--- config.mk ---
export PLATFORM = sky130hd
export DESIGN_NAME = booth_product_accumulator_flat
export DESIGN_NICKNAME = d
export VERILOG_FILES = /design/src/rtl/booth_product_accumulator_if.sv /design/src/rtl/booth_product_accumulator.sv /design/src/flat_wrapper.sv
export SDC_FILE = /design/constraint.sdc
export NUM_CORES = 1
export LEC_CHECK = 0
export BUFFER_PORTS_ARGS = -buffer_cell sky130_fd_sc_hd__buf_4
export CAP_MARGIN = 20
export CORE_MARGIN = 8
export CORE_UTILIZATION = 50
export CTS_CLUSTER_DIAMETER = 50
export CTS_CLUSTER_SIZE = 30
export DETAILED_ROUTE_END_ITERATION = 16
export GPL_ROUTABILITY_DRIVEN = 0
export GPL_TIMING_DRIVEN = 0
export PLACE_DENSITY = 0.72
export SLEW_MARGIN = 20
export SYNTH_ARGS = -nofsm -noshare
export SYNTH_HDL_FRONTEND = slang
export SYNTH_SLANG_ARGS = --single-unit
--- constraint.sdc ---
create_clock -name clk -period 6.1 [get_ports clk]
set_input_delay 0.305 -clock clk [delete_from_list [all_inputs] [get_ports clk]]
set_output_delay 0.305 -clock clk [all_outputs]
set_load 0.03 [all_outputs]
--- src/rtl/booth_product_accumulator_if.sv ---
// Stream bundle between a Booth product source and the frame accumulator:
// product beats in, one accumulated result per frame out.
interface booth_product_accumulator_if #(
  parameter int N     = 32,
  parameter int G     = 8,
  parameter int LEN_W = 8
);
  localparam int W = 2*N + G;

  logic             in_valid;
  logic             in_ready;
  logic [2*N-1:0]   in_p;
  logic             in_last;
  logic             clr;
  logic             out_valid;
  logic             out_ready;
  logic [W-1:0]     out_acc;
  logic             out_sat;
  logic [LEN_W-1:0] out_count;

  modport master (
    output in_valid, in_p, in_last, clr, out_ready,
    input  in_ready, out_valid, out_acc, out_sat, out_count
  );

  modport slave (
    input  in_valid, in_p, in_last, clr, out_ready,
    output in_ready, out_valid, out_acc, out_sat, out_count
  );
endinterface

--- src/rtl/booth_product_accumulator.sv ---
// Frame accumulator for signed Booth products: guard-bit accumulation with
// saturation, sticky overflow flag and a per-frame term counter.
module booth_product_accumulator #(
  parameter int N     = 32,
  parameter int G     = 8,
  parameter int LEN_W = 8
) (
  input  logic clk,
  input  logic rst,
  booth_product_accumulator_if.slave bus
);
  localparam int W = 2*N + G;

  typedef enum logic {ACC, HOLD} state_e;

  state_e           state_q;
  logic [W-1:0]     acc_q, acc_d;
  logic             sat_q, sat_d;
  logic [LEN_W-1:0] count_q, count_d;

  logic [W-1:0]     baseAcc;
  logic             baseSat;
  logic [LEN_W-1:0] baseCount;
  logic [W:0]       sum;
  logic             beat;

  assign beat = bus.in_valid && (state_q == ACC);

  // A clr arriving with a beat starts the frame afresh from that beat.
  always_comb begin
    baseAcc   = bus.clr ? '0 : acc_q;
    baseSat   = bus.clr ? 1'b0 : sat_q;
    baseCount = bus.clr ? '0 : count_q;
    sum       = {baseAcc[W-1], baseAcc} + {{(G+1){bus.in_p[2*N-1]}}, bus.in_p};
    acc_d     = sum[W-1:0];
    sat_d     = baseSat;
    if (sum[W] != sum[W-1]) begin
      acc_d = sum[W] ? {1'b1, {(W-1){1'b0}}} : {1'b0, {(W-1){1'b1}}};
      sat_d = 1'b1;
    end
    count_d = (&baseCount) ? baseCount : baseCount + 1'b1;
  end

  always_ff @(posedge clk) begin
    if (!rst) begin
      state_q <= ACC;
      acc_q   <= '0;
      sat_q   <= 1'b0;
      count_q <= '0;
    end else begin
      case (state_q)
        ACC: begin
          if (beat) begin
            acc_q   <= acc_d;
            sat_q   <= sat_d;
            count_q <= count_d;
            if (bus.in_last) state_q <= HOLD;
          end else if (bus.clr) begin
            acc_q   <= '0;
            sat_q   <= 1'b0;
            count_q <= '0;
          end
        end
        HOLD: begin
          if (bus.out_ready) begin
            acc_q   <= '0;
            sat_q   <= 1'b0;
            count_q <= '0;
            state_q <= ACC;
          end
        end
        default: state_q <= ACC;
      endcase
    end
  end

  assign bus.in_ready  = (state_q == ACC);
  assign bus.out_valid = (state_q == HOLD);
  assign bus.out_acc   = acc_q;
  assign bus.out_sat   = sat_q;
  assign bus.out_count = count_q;
endmodule

--- src/flat_wrapper.sv ---
// flat-port wrapper written by rule: the top's interface ports become plain ports
module booth_product_accumulator_flat 
#(
  parameter int N     = 32,
  parameter int G     = 8,
  parameter int LEN_W = 8
)
  (clk, rst, bus_in_valid, bus_in_p, bus_in_last, bus_clr, bus_out_ready, bus_in_ready, bus_out_valid, bus_out_acc, bus_out_sat, bus_out_count);
  booth_product_accumulator_if #(.N(N), .G(G), .LEN_W(LEN_W)) bus_i ();
  input  logic clk;
  input  logic rst;
  input wire logic [$bits(bus_i.in_valid)-1:0] bus_in_valid;
  input wire logic [$bits(bus_i.in_p)-1:0] bus_in_p;
  input wire logic [$bits(bus_i.in_last)-1:0] bus_in_last;
  input wire logic [$bits(bus_i.clr)-1:0] bus_clr;
  input wire logic [$bits(bus_i.out_ready)-1:0] bus_out_ready;
  output wire logic [$bits(bus_i.in_ready)-1:0] bus_in_ready;
  output wire logic [$bits(bus_i.out_valid)-1:0] bus_out_valid;
  output wire logic [$bits(bus_i.out_acc)-1:0] bus_out_acc;
  output wire logic [$bits(bus_i.out_sat)-1:0] bus_out_sat;
  output wire logic [$bits(bus_i.out_count)-1:0] bus_out_count;
  assign bus_i.in_valid = bus_in_valid;
  assign bus_i.in_p = bus_in_p;
  assign bus_i.in_last = bus_in_last;
  assign bus_i.clr = bus_clr;
  assign bus_i.out_ready = bus_out_ready;
  assign bus_in_ready = bus_i.in_ready;
  assign bus_out_valid = bus_i.out_valid;
  assign bus_out_acc = bus_i.out_acc;
  assign bus_out_sat = bus_i.out_sat;
  assign bus_out_count = bus_i.out_count;
  booth_product_accumulator #(.N(N), .G(G), .LEN_W(LEN_W)) u_core (.clk(clk), .rst(rst), .bus(bus_i));
endmodule
==> qor.csv <==
stage,metric,value,unit
status,outcome,"finished, final reports clean",
pwr,combPwrFrac,44.7,%
floorplan,ios,153,
clock_network,htree_num_levels,3,
sta,timing_worst_slew_pin_value,1.07,ns
yosys,number_of_enable_type_register_cells_in_the_synthesized_netlist,0,
yosys,ys_types,98,
critical_path,critical_path.reg2reg.endpoint,u_core.bus.out_acc[35],
placement,placement.cell_area,0.0109,mm2
pwr,power,2100,uW
floorplan,placementRows,50,
route,drt.antenna.violating_nets,0,
route,first_iter_violations,841,
global_routing,grt_antenna_before_repair,1,
layout,final_cell_area,0.0112,mm2
critical_path,crit_path_top_delay_cell,sky130_fd_sc_hd__nor4_1,
yosys,syn_inst,1324,
placement,hpwlAfterDp,26.8,mm
clock_network,cts_tree,yes,
critical_path,endpoint_kind,flop,
critical_path,worst_setup_path_startpoint,bus_clr,
global_routing,grt.overflow.total,0,
placement,port_buffers,141,
critical_path,crit_path_max_fanout,19,
pwr,internal_power,1230,uW
clock_network,clock_buffers_created_by_tritoncts,9,
layout,num_antenna_cells,0,
yosys,mappedNetlistArea,0.00958,mm2
critical_path,critical-path-top-cell-by-count,sky130_fd_sc_hd__buf_2,
sta,timing_max_transition_violations_final,0,
floorplan,initial_utilization,51.0,%
min_path,hold-path-cell-count,3,
sta,period_needed,5.70,ns
floorplan,floorplan.die.height,154,um
clock_network,cts_max_path_buffers,2,
sta,skew,0.00654,ns
layout,syn_to_final_growth,16.9,%
critical_path,r2r.worst_path.cells,15,
sta,max-slew-margin-rel,28.2,%
floorplan,die_width,154,um
critical_path,critical_path.endpoint,u_core.bus.out_acc[35],
sta,final_min_period_over_clock_period,93.4,%
min_path,worst_hold_startpoint,bus_in_last,
clock_network,cts.clk_slew.worst_paths,0.07,ns
floorplan,design.core.area,0.0188,mm2
yosys,yosysMostFrequentCell,sky130_fd_sc_hd__nand2_1,
global_routing,most_used_layer_global_route,met2,
yosys,yosysWarningCount,0,
sta,setup_viol,0,
global_routing,vias_in_the_first_global_route,10100,
route,drt_wirelength,34.5,mm
yosys,postSynth.asyncResetShare,0,%
global_routing,grt_pass1_wl,54.4,mm
yosys,synth_flop_cell,sky130_fd_sc_hd__dfxtp_1,
sta,hold_viol_final,0,
pwr,p_clk_share,25.4,%
clock_network,numClockSinks,82,
layout,layoutNonFillerInstCount,1713,
pwr,power.sequential.fraction,30.0,%
pwr,ir_drop,0.150,mV
sta,rsz0062_at_grt,false,
global_routing,grt_util_all_layers,28.0,%
route,drc,0,
yosys,synth.avg_cell_area,7.24,um2
clock_network,worst_skew_pair.late_latency,0.36,ns
critical_path,critical_path_required,6.36,ns
yosys,yosysSeqAreaShare,17.1,%
pwr,p_switching,879,uW
flow_run,maxCapViolCount,0,
critical_path,critPathLaunchType,primary input,
critical_path,crit_type,in2reg,
yosys,synth-seq-cells,82,
sta,max_clock_freq,175,MHz
global_routing,maximum_number_of_pins_on_one_net_before_global_route_repair,13,
layout,proportion_of_layout_cells_with_a_drive_suffix_above_1,14.9,%
critical_path,timing.critical_path.arrival,5.96,ns
pwr,power.share.switching,41.8,%
yosys,yosysTopAreaCellShare,17.1,%
yosys,yosys-top-cells-count,"sky130_fd_sc_hd__nand2_1 (168), sky130_fd_sc_hd__a21oi_1 (99), sky130_fd_sc_hd__nor2_1 (92), sky130_fd_sc_hd__dfxtp_1 (82), sky130_fd_sc_hd__nor2b_1 (79)",
layout,multiInputGateArea,0.00744,mm2
min_path,min-delay-path-class,in2reg,
layout,finalNetCount,1606,
pwr,pwr_density_cell,188,mW/mm2
route,dr_total_vias,10900,
route,detail_route.first_pass.iterations,5,
placement,dp.cells,1699,
yosys,synthDominantAreaCellType,sky130_fd_sc_hd__dfxtp_1,
route,post_drt_via_cell_ratio,6.37,
layout,register_area,0.00164,mm2
pwr,cellLeakagePower,0.00498,uW
layout,final_core_util,59.7,%
clock_network,ctsRootBufferMaster,sky130_fd_sc_hd__clkbuf_16,
global_routing,globalRouteMet2Util,43.6,%
critical_path,timing.rr.start,u_core.bus.out_acc[62],
route,detail_route.wl_per_cell,20.2,um
floorplan,die_area,0.0238,mm2
critical_path,reg2reg_slack,1.76,ns
global_routing,grt_use_met3,6.21,%
yosys,syn-num-nets,1455,
critical_path,crit_chain,buf_4 -> buf_2 -> buf_4 -> buf_2 -> clkbuf_1 -> nor2b_1 -> ha_1 -> clkbuf_1 -> nand2_1 -> nor4_1 -> nand4_1 -> nor2_1 -> o211ai_1 -> o211ai_2 -> o21a_4 -> xnor2_2 -> nor3_4 -> buf_2 -> a221oi_1 -> a21o_1,
critical_path,delay_contributed_by_the_slowest_stage_of_the_critical_path,0.73,ns
layout,final.fill_count,1872,
yosys,synth.area.top_cells,"sky130_fd_sc_hd__dfxtp_1 (17%), sky130_fd_sc_hd__ha_1 (7.8%), sky130_fd_sc_hd__nand2_1 (6.6%)",
global_routing,use_met1,36.3,%
clock_network,post_cts.repair.setup_buffers,0,
-- per-layer routing --
layer	vias to the layer above	routed length, um
li1	5204	-
met1	5116	14800
met2	493	15200
met3	89	3210
met4	2	1320
met5	-	10
-- worst max-delay path, delay by kind of cell --
| kind | cells | cell delay, ns |
|---|---|---|
| buffers and inverters | 7 | 2.44 |
| and+or+nand+nor | 6 | 1.94 |
| AOI/OAI and AO/OA | 5 | 0.83 |
| xor gates and xnor gates | 1 | 0.12 |
| adders and majority gates | 1 | 0.29 |
-- flip-flops by register name (all words and copies together), names as in the netlist --
name                  count
u_core.bus.out_acc       72
u_core.bus.out_count      8
u_core.bus.out_valid      1
u_core.bus.out_sat        1
-- logic make-up after synthesis --
kind of cell / after synthesis / share of synthesized area [%]
flip-flops: 82 / 17.1
XOR/XNOR: 87 / 8.19
AO/OA/AOI/OAI: 475 / 34.6
adder cells (fa/ha/maj): 69 / 8.88
buffers and inverters: 120 / 5.26
AND/OR/NAND/NOR: 486 / 25.4
multiplexers: 5 / 0.575
-- metrics by stage --
step,setup WS (ns),hold slack [ns],TNS [ns]
2_1_floorplan,1.70,0.446,0
3_3_place_gp,-0.0986,0.451,-2.23
3_5_place_dp,-0.147,0.453,-3.80
4_1_cts,0.186,0.183,0
5_1_grt,0.0858,0.228,0
6_report,0.401,0.183,0
-- area by class of cell --
class	instances	area share, %
tap	234	2.61
clock buffer	13	2.23
buffer	95	3.67
inverter	24	0.805
multi-input combinational	1122	66.4
timing repair buffer	141	9.45
clock inverter	2	0.123
sequential	82	14.7
-- power groups by stage --
stage	combinational (uW)	sequential [uW]	clock, uW
3_3_place_gp	912	640	0
3_5_place_dp	920	641	0
2_1_floorplan	556	723	0
4_1_cts	926	630	538
5_1_grt	1010	637	554
6_report	940	631	534
-- worst min path at each step --
| stage | end |
|---|---|
| finish | u_core.bus.out_valid |
| global route | u_core.bus.out_valid |
| CTS | u_core.bus.out_valid |
| detailed placement | u_core.bus.out_acc[64] |
| global placement | u_core.bus.out_acc[64] |
| floorplan | u_core.bus.out_valid |
-- placed cells by master, fill, tap and decap left out, drive strengths merged, types with 12 or more instances in the layout --
master,count
o22ai,24
nand4,29
buf,171
nor2b,81
ha,60
a21o,72
nor3,22
inv,23
a221oi,26
a21oi,100
a211oi,14
nand3,23
xnor2,53
dfxtp,82
xor2,34
o21bai,12
a31oi,24
o211ai,19
clkbuf,78
nand2,168
o21ai,82
and2,13
nor2,93
-- repair_timing --
item                       4_1_cts  5_1_grt
hold buffers                     0        0
hold endpoints to repair         0        0
setup endpoints to repair        0       60
gates resized for setup          0        1
Power figures use the tool's default switching activity.
